--- config.mk ---
export PLATFORM = sky130hd
export DESIGN_NAME = mem_port_arbiter
export DESIGN_NICKNAME = d
export VERILOG_FILES = /design/src/rtl/mem_port_arbiter.sv
export SDC_FILE = /design/constraint.sdc
export NUM_CORES = 1
export LEC_CHECK = 0
export CAP_MARGIN = 30
export CORE_ASPECT_RATIO = 1.5
export CORE_MARGIN = 2
export CORE_UTILIZATION = 42
export DETAILED_ROUTE_END_ITERATION = 12
export GPL_TIMING_DRIVEN = 0
export HOLD_SLACK_MARGIN = 0.08
export PLACE_DENSITY_LB_ADDON = 0.2
export SLEW_MARGIN = 30
export SYNTH_ARGS = -nofsm -noshare
export SYNTH_HDL_FRONTEND = slang
export SYNTH_SLANG_ARGS = --single-unit
--- constraint.sdc ---
create_clock -name clock -period 4.3 [get_ports clock]
set_input_delay 1.29 -clock clock [delete_from_list [all_inputs] [get_ports clock]]
set_output_delay 1.29 -clock clock [all_outputs]
set_load 0.1 [all_outputs]
--- src/rtl/mem_port_arbiter.sv ---
// Shares one single-port memory between instruction fetch and data access (data first), runs the req/ready handshake and drives pipeline stalls.
// Build option: define MEM_TIMEOUT_EN to add an access watchdog that aborts hung accesses and raises a sticky bus_error.
module mem_port_arbiter #(
  parameter int ADDR_W         = 32,
  parameter int DATA_W         = 32,
  parameter int TIMEOUT_CYCLES = 255
) (
  input  logic              clock,
  input  logic              reset,
  // instruction fetch side
  input  logic              if_req,
  input  logic [ADDR_W-1:0] if_addr,
  output logic [DATA_W-1:0] if_rdata,
  output logic              if_valid,
  // data side
  input  logic              dm_re,
  input  logic              dm_we,
  input  logic [ADDR_W-1:0] dm_addr,
  input  logic [DATA_W-1:0] dm_wdata,
  output logic [DATA_W-1:0] dm_rdata,
  output logic              dm_valid,
  // memory side
  output logic              mem_req,
  output logic              mem_we,
  output logic [ADDR_W-1:0] mem_addr,
  output logic [DATA_W-1:0] mem_wdata,
  input  logic [DATA_W-1:0] mem_rdata,
  input  logic              mem_ready,
  // pipeline control
  output logic              stall_if,
  output logic              stall_mem,
  output logic              bus_error
);

  typedef enum logic [1:0] {
    IDLE,
    DATA_ACC,
    FETCH_ACC,
    DONE
  } state_t;

  state_t            state;
  logic              dm_any;
  logic              timeout_hit;
  logic [DATA_W-1:0] rd_value;

  if (TIMEOUT_CYCLES < 1) begin : g_bad_timeout
    $error("mem_port_arbiter: TIMEOUT_CYCLES must be at least 1");
  end

  assign dm_any = dm_re | dm_we;

  // Stalls depend on the live request lines so the pipeline freezes in the very cycle a request appears.
  assign stall_mem = dm_any & ~dm_valid;
  assign stall_if  = stall_mem | (if_req & ~if_valid);

  // An aborted access returns zero; a real completion returns the memory data.
  assign rd_value = mem_ready ? mem_rdata : '0;

`ifdef MEM_TIMEOUT_EN
  localparam int CNT_W = ($clog2(TIMEOUT_CYCLES + 1) > 8) ? $clog2(TIMEOUT_CYCLES + 1) : 8;

  logic             in_acc;
  logic [CNT_W-1:0] acc_cnt;

  assign in_acc      = (state == DATA_ACC) || (state == FETCH_ACC);
  assign timeout_hit = in_acc && !mem_ready && (acc_cnt == CNT_W'(TIMEOUT_CYCLES - 1));

  // Counter is held at zero outside the access states, so it starts from zero on every entry.
  always_ff @(posedge clock) begin
    if (!reset) begin
      acc_cnt   <= '0;
      bus_error <= 1'b0;
    end else if (in_acc) begin
      if (!mem_ready) begin
        acc_cnt <= acc_cnt + CNT_W'(1);
      end
      if (timeout_hit) begin
        bus_error <= 1'b1;
      end
    end else begin
      acc_cnt <= '0;
    end
  end
`else
  assign timeout_hit = 1'b0;
  assign bus_error   = 1'b0;
`endif

  // NOTE: sequential state uses non-blocking assignments so every register samples pre-edge values.
  always_ff @(posedge clock) begin
    if (!reset) begin
      state     <= IDLE;
      mem_req   <= 1'b0;
      mem_we    <= 1'b0;
      mem_addr  <= '0;
      mem_wdata <= '0;
      if_rdata  <= '0;
      if_valid  <= 1'b0;
      dm_rdata  <= '0;
      dm_valid  <= 1'b0;
    end else begin
      // Completion strobes are single-cycle pulses unless re-asserted below.
      if_valid <= 1'b0;
      dm_valid <= 1'b0;
      case (state)
        IDLE: begin
          if (dm_any) begin
            state     <= DATA_ACC;
            mem_req   <= 1'b1;
            mem_we    <= dm_we;
            mem_addr  <= dm_addr;
            mem_wdata <= dm_wdata;
          end else if (if_req) begin
            state    <= FETCH_ACC;
            mem_req  <= 1'b1;
            mem_we   <= 1'b0;
            mem_addr <= if_addr;
          end
        end
        DATA_ACC, FETCH_ACC: begin
          if (mem_ready || timeout_hit) begin
            state   <= DONE;
            mem_req <= 1'b0;
            if (state == DATA_ACC) begin
              dm_valid <= 1'b1;
              if (!mem_we) begin
                dm_rdata <= rd_value;
              end
            end else begin
              if_valid <= 1'b1;
              if_rdata <= rd_value;
            end
          end
        end
        DONE: begin
          state <= IDLE;
        end
        default: begin
          state <= IDLE;
        end
      endcase
    end
  end

endmodule

; Yosys cells after proc, flatten, opt, wreduce, memory -nomap -nowiden
; Cells that the tools add are included.
[op_classes]
reduce_logical = 11
mux = 14
eq_ne = 5
n_bitwise = 8
[ops]
columns = operator, count
row1 = $mux 32, 2
row2 = $reduce_and 3->1, 3
row3 = $mux 1, 7
row4 = $mux 2, 3
row5 = $pmux 2 s3, 1
row6 = $reduce_and 2->1, 3
row7 = $eq 2x2->1 const B, 2
row8 = $not 1->1, 4
row9 = $reduce_and 4->1, 1
row10 = $reduce_bool 2->1, 2
row11 = $ne 3x3->1 const B, 1
row12 = $and 1x1->1, 2
row13 = $eq 2x1->1 const B, 1
row14 = $logic_not 2->1, 1
row15 = $ne 2x2->1 const B, 1
row16 = $or 1x1->1, 2
row17 = $pmux 1 s2, 1
row18 = $reduce_or 2->1, 1
[word_totals]
word_cells = 47
out_inout_bits = 135
inputBits = 134
reg_bits = 134

; Longest topological paths before layout
; Gate-level depths: netlist (run 1).
[logic_depth]
word_depth = 4
mapped_depth = 7
ltp_nobuf = 5

; Worst setup path before layout (run 1)
; OpenSTA, ideal clock, no wires.
[synth_timing]
kind = input to output
start = input port dm_we
end = output port stall_if
setup_slack_ns = -0.142
t_required_ns = 3.010
path_stages = 4
path_buffers = 2
t_arrival_ns = 3.152
cell_sequence = buf_6 > nor2_4 > buf_2 > o22ai_1
[synth_via]
elab_chain_cells = 3
[synth_lines]
columns = element, line
row1 = start: declaration, 17  ; input logic dm_we,
row2 = $or 1x1->1, 51  ; assign dm_any = dm_re | dm_we;
row3 = $and 1x1->1, 54  ; assign stall_mem = dm_any & ~dm_valid;
row4 = $or 1x1->1, 55  ; assign stall_if = stall_mem | (if_req & ~if_valid);
row5 = end: declaration, 30  ; output logic stall_if,
; No other way between the ends.

; Worst setup path in the final report (run 1)
[layout_timing]
start = input port dm_re
end = output port stall_if
[layout_via]
elab_chain_cells = 3
[layout_lines]
columns = element, line
row1 = start: declaration, 16  ; input logic dm_re,
row2 = $or 1x1->1, 51
row3 = $and 1x1->1, 54
row4 = $or 1x1->1, 55
; No other way between the ends.

==> flow_metrics.tcl, run 1 <==
set metrics [dict create \
    status "complete, no violations" \
    dieArea_sq_um 12800 \
    holdPathEnd "mem_wdata[10]$_SDFFE_PN0P_" \
    dp_hpwl_mm 12.6 \
    io-pin-count 269 \
    portBuffers 265 \
    grt_antenna_before_repair 0 \
    tightest_slew_ns 1.04 \
    cts_buffers 17 \
    vias_per_cell 5.02 \
    grtUsageTotal 0.252 \
    nNetsFinal 1024 \
    hold_viol_final 0 \
    cts_max_path_buffers 2 \
    rsz0062_at_grt "no" \
    synth_area_per_cell_sq_um 8.27 \
    ys_warn_count 0 \
    power_density_nw_per_um2 839 \
    max_freq_ghz 0.243 \
    period_needed_ns 4.12 \
    preCtsSetupSlack_ns -0.515 \
    reg2reg_setup_slack_ns 2.43 \
    rr_worst_depth 6 \
    initial_core_util 0.432 \
    cp-end-kind "output pin" \
    finish.utilization 0.730 \
    drtPass1Iterations 4 \
    vias 5267 \
    synthesis.area_sq_um 4980 \
    syn_inst 602 \
    min_delay_path_depth 2 \
    synth_seq_cells 134 \
    vdd_drop_max_v 0.000664 \
    coreArea_sq_um 11500 \
    fp.dieH_microns 137 \
    post_cts_buffers 0 \
    cts-root-buf "clkbuf_16" \
    power_mw 7.06 \
    setup-violations-final 0 \
    place_area_sq_um 7850 \
    ant_nets 0 \
    hold_buffers 0 \
    antennaDiodeCount 0 \
    die_w_microns 92.9 \
    worstPathArrival_ns 2.83 \
    wl_per_cell_microns 15.6 \
    htree_levels 4 \
    drive_gt1_frac 0.0601 \
    fin_ws_ns 0.177 \
    fin_skew_ns 0.0108 \
    drc 0 \
    startpoint_type "primary input" \
    relSlewSlack 0.305 \
    r2r_end "if_rdata[18]$_SDFFE_PN0P_" \
    totalWireLength_mm 16.3 \
    grt_pass1_vias 5288 \
    cap_violations 0 \
    slew_viol_final 0 \
    path_max_fanout 10 \
    clk_latency_ns 0.41 \
    reg2reg_from "state[0]$_SDFFE_PN0P_" \
    cts_tree "built" \
    grt_pass1_wl_mm 25.2 \
    final_area_sq_um 8410 \
    clk_pin_slew_ns 0.06 \
    rows 48 \
    synthToLayoutAreaGrowth_pct 69.0 \
    worstHoldStart "mem_wdata[10]$_SDFFE_PN0P_" \
    required_ns 3.01 \
    fin_crit_sh 0.959 \
    grt_overflow_total 0 \
    leakage_nw 3.10 \
    yosysSeqAreaShare 0.539 \
    gp_congestion 0.854 \
    drtIter0Drc 184 \
    grt_max_degree 17 \
    hp-class "reg -> reg" \
    syn_nets 739 \
    hold_ws_ns 0.451 \
    synth_cell_types 29 \
    criticalPathCategory "in -> out" \
    cts.sinks 134 \
    post_cts_resized 6 \
]
==> registers in the layout (all words and copies together) (netlist names) <==
register and flops:
dm_rdata 32, if_rdata 32, mem_addr 32, mem_wdata 32, state 2, dm_valid 1, if_valid 1, mem_req 1
mem_we 1
==> synthesized netlist by cell type (all sizes together) <==
| cell type | instances | area share |
|---|---|---|
| nand3 | 1 | 0.0010 |
| dfxtp | 134 | 0.54 |
| o22ai | 1 | 0.0013 |
| clkbuf | 32 | 0.024 |
| or4b | 1 | 0.0020 |
| nand3b | 2 | 0.0030 |
| buf | 15 | 0.016 |
| inv | 5 | 0.0038 |
| o21a | 1 | 0.0015 |
| mux2i | 33 | 0.066 |
| nand2 | 194 | 0.15 |
| o31a | 1 | 0.0020 |
| a311oi | 2 | 0.0035 |
| a211oi | 1 | 0.0025 |
| a31o | 1 | 0.0018 |
| nor2 | 3 | 0.0038 |
| nand2b | 1 | 0.0013 |
| and3b | 2 | 0.0035 |
| a21oi | 131 | 0.13 |
| ha | 3 | 0.0075 |
| nor3 | 1 | 0.0010 |
| conb | 1 | 0.00075 |
| o21ai | 36 | 0.036 |
==> metal layers <==
metal,wire (microns),up-vias,GRT usage
li1,-,2575,-
met1,5630,2419,0.242
met2,8780,229,0.469
met3,1260,44,0.0881
met4,673,0,0.130
met5,0,-,0
==> report_power, final <==
part	switching (mW)	internal (mW)	total, mW
combinational	3.01	0.896	3.91
sequential	0.167	1.56	1.72
clock	0.546	0.880	1.43
==> final cells by class <==
cell class | count | area (sq um)
multi-input combinational | 416 | 2080
timing repair buffer | 266 | 2660
sequential | 134 | 2680
buffer | 47 | 200
clock buffer | 19 | 453
inverter | 5 | 18.8
fill | 901 | 3120
clock inverter | 12 | 129
tap | 150 | 188
==> how the worst max path moves through the flow <==
stage,end,startpoint,slack [ns],depth (start not counted)
after floorplan,stall_mem,dm_we,0.09,4
after global placement,stall_if,dm_re,-0.48,5
after detailed placement,stall_if,dm_re,-0.51,5
after CTS,stall_if,dm_re,-0.02,5
after global routing,stall_if,dm_re,0.08,5
final,stall_if,dm_re,0.18,5
==> metrics by stage <==
step / setup TNS, ns / instances
3_3_place_gp: -0.923 / 1017
5_1_grt: 0 / 1049
2_1_floorplan: 0 / 602
3_5_place_dp: -0.982 / 1018
6_report: 0 / 1049
4_1_cts: -0.0150 / 1049
==> kinds of logic (layout without fill, tap and decap cells) <==
logic type	after synthesis	after routing	synth area share
other cells	1	1	0.000753
flops	134	134	0.539
mux	33	33	0.0664
simple gates	205	205	0.162
compound gates	174	174	0.180
fa+ha+maj	3	3	0.00754
buf+inv	52	349	0.0440
==> placed cells by master, fill, tap and decap left out, drive strengths merged, types with 2 or more instances in the layout <==
master / instances
clkbuf: 51
clkinvlp: 3
o21ai: 36
inv: 6
clkdlybuf4s50: 261
nand2: 194
nand3b: 2
dfxtp: 134
nor2: 3
a311oi: 2
clkinv: 6
mux2i: 33
and3b: 2
a21oi: 131
buf: 20
ha: 3
bufinv: 2
==> worst max-delay path: stages <==
cell and delay, ns:
clkdlybuf4s50_1 0.51, nor2_4 0.27, buf_2 0.34, o22ai_2 0.12, buf_2 0.30
(Power assumes the default switching activity.)
==> run 2, diff against run 1 <==
ABC_AREA = 1   (was not set)
CORE_UTILIZATION = 43   (was 42)
==> run 2 against run 1 <==
  * Critical path depth unchanged
  * Design area up 3.5%
  * Clock skew about the same
  * Utilization down 0.50 points
  * Synthesized area up 6.1%
  * Global-route usage up 0.59 points
  * Sequential cell count unchanged
  * Largest cell class unchanged
==> flow_metrics.tcl, run 2 <==
set metrics [dict create \
    dp_hpwl_mm 12.8 \
    portBuffers 266 \
    syn_inst 710 \
    cts_buffers 17 \
    critPathMaxStageDelay_ns 0.51 \
    mostFrequentLayoutCells "clkdlybuf4s50_1, nor2_1, dfxtp_1" \
    drive_gt1_frac 0.0745 \
    final_common_cell "clkdlybuf4s50_1" \
    required_ns 3.01 \
    die_w_microns 94.5 \
    vias_per_cell 4.74 \
    slew_viol_final 0 \
    synth_seq_cells 134 \
    relSlewSlack 0.298 \
    criticalPathCategory "in -> out" \
    synth_common_cells "nor2_1, dfxtp_1, nand2_1" \
    rows 49 \
    grt_antenna_before_repair 0 \
    reg2reg_setup_slack_ns 2.66 \
    worstPathArrival_ns 2.90 \
    coreArea_sq_um 12000 \
    initial_core_util 0.439 \
    totalWireLength_mm 17.0 \
    cts.sinks 134 \
    syn_nets 847 \
    yosysTopAreaCell "dfxtp_1" \
    ys_warn_count 0 \
    clk_pin_slew_ns 0.06 \
    io-pin-count 269 \
    cts_tree "built" \
    synth_ff_type "dfxtp_1" \
    startpoint_type "primary input" \
    drtIter0Drc 179 \
    rsz0062_at_grt "no" \
    cap_violations 0 \
    clk_latency_ns 0.41 \
    grt_pass1_vias 5447 \
    ant_nets 0 \
    synthesis.area_sq_um 5280 \
    yosys.area.top_type_share 0.508 \
    cts_max_path_buffers 2 \
    setup-violations-final 0 \
    fin_crit_sh 0.975 \
    tightest_slew_ns 1.05 \
    layout.cells.non_filler 1160 \
    final_area_sq_um 8710 \
    finish.utilization 0.725 \
    max_freq_ghz 0.238 \
    nNetsFinal 1132 \
    fillers 980 \
    fp.dieH_microns 140 \
    antennaDiodeCount 0 \
    synth_most_common_cell "nor2_1" \
    place_area_sq_um 8130 \
    dieArea_sq_um 13200 \
    path_cells "clkdlybuf4s50_1 -> nor2_4 -> buf_4 -> nor2_1 -> clkdlybuf4s15_2" \
    synthToLayoutAreaGrowth_pct 64.9 \
    synth_cell_types 24 \
    yosysSeqAreaShare 0.508 \
    wl_per_cell_microns 14.6 \
    synth_area_per_cell_sq_um 7.44 \
    grt_pass1_wl_mm 26.8 \
    grt_overflow_total 0 \
    hp-class "reg -> reg" \
    place_inst 1129 \
    synth_async_sr_flop_share 0 \
    status "complete, no violations" \
    grt_max_degree 17 \
    synth_edf_count 0 \
    synth_area_leaders "dfxtp_1, nor2_1, o21ai_0" \
    period_needed_ns 4.19 \
    cts-root-buf "clkbuf_16" \
    slowest_stage "clkdlybuf4s50_1" \
    grtUsageTotal 0.258 \
    fin_skew_ns 0.0108 \
    vias 5502 \
    drtPass1Iterations 4 \
    htree_levels 4 \
    drc 0 \
    cp-end-kind "output pin" \
    gp_congestion 0.792 \
    path_max_fanout 10 \
    hold_viol_final 0 \
]
run 2: cell count changes in the layout (fill, tap and decap cells not counted), sizes merged, moves of 10 or more:
cell    change
clkbuf     -18
nor2      +263
buf        +11
inv        +10
a21oi     -128
o21bai     +32
mux2i      -33
o21ai      +64
nand2      -83
run 2: final timing paths:
check	cells past startpoint	from	to
worst min register to register	2	mem_wdata[23]$_SDFFE_PN0P_	mem_wdata[23]$_SDFFE_PN0P_
worst max register to register	8	state[1]$_SDFFE_PN0P_	dm_rdata[21]$_SDFFE_PN0P_
worst max-delay path	5	dm_we	stall_mem
worst min-delay path	2	mem_wdata[23]$_SDFFE_PN0P_	mem_wdata[23]$_SDFFE_PN0P_
run 2: cell type report:
type	count	area, sq um	share of cell area
sequential	134	2680	0.308
timing repair buffer	266	2660	0.305
multi-input combinational	520	2290	0.263
clock buffer	18	429	0.0493
buffer	45	267	0.0306
tap	153	191	0.0220
clock inverter	13	148	0.0170
inverter	11	41.3	0.00474
run 2: cells by family (layout without fill, tap and decap cells):
| group | Yosys count | count (layout) | synth area share |
|---|---|---|---|
| AO/OA/AOI/OAI | 136 | 136 | 0.149 |
| adder cells (fa/ha/maj) | 3 | 3 | 0.00711 |
| buffers and inverters | 56 | 353 | 0.0583 |
| flip-flops | 134 | 134 | 0.508 |
| other | 1 | 1 | 0.000710 |
| AND/OR/NAND/NOR | 380 | 380 | 0.277 |
run 2: worst max-delay path, delay by kind of cell:
kind	cells	cell delay, ns
buf+inv	3	1.21
simple gates	2	0.39
run 2: repair_timing:
item	4_1_cts	5_1_grt
endpoints found under the setup margin	2	1
endpoints found under the hold margin	0	0
resized for setup	6	2
buffers inserted	0	0
hold buffers	0	0
run 2: stage by stage:
step | setup TNS (ns) | setup slack (ns) | hold WS (ns)
after floorplan | 0 | 0.0337 | 0.543
after global placement | -0.847 | -0.455 | 0.447
after detailed placement | -0.859 | -0.462 | 0.471
after CTS | 0 | 0.0628 | 0.482
after global routing | 0 | 0.0353 | 0.485
final | 0 | 0.106 | 0.481
run 2: per-layer routing:
layer | global-route usage | vias up | part of all wire
met5 | 0 | - | 0
li1 | - | 2813 | -
met4 | 0.117 | 0 | 0.031
met1 | 0.261 | 2467 | 0.37
met2 | 0.471 | 190 | 0.52
met3 | 0.0812 | 32 | 0.077
Power of run 2 is left out: the tool's default activity adds up to more than one toggle a clock period on the data nets, which glitch-free logic cannot reach.
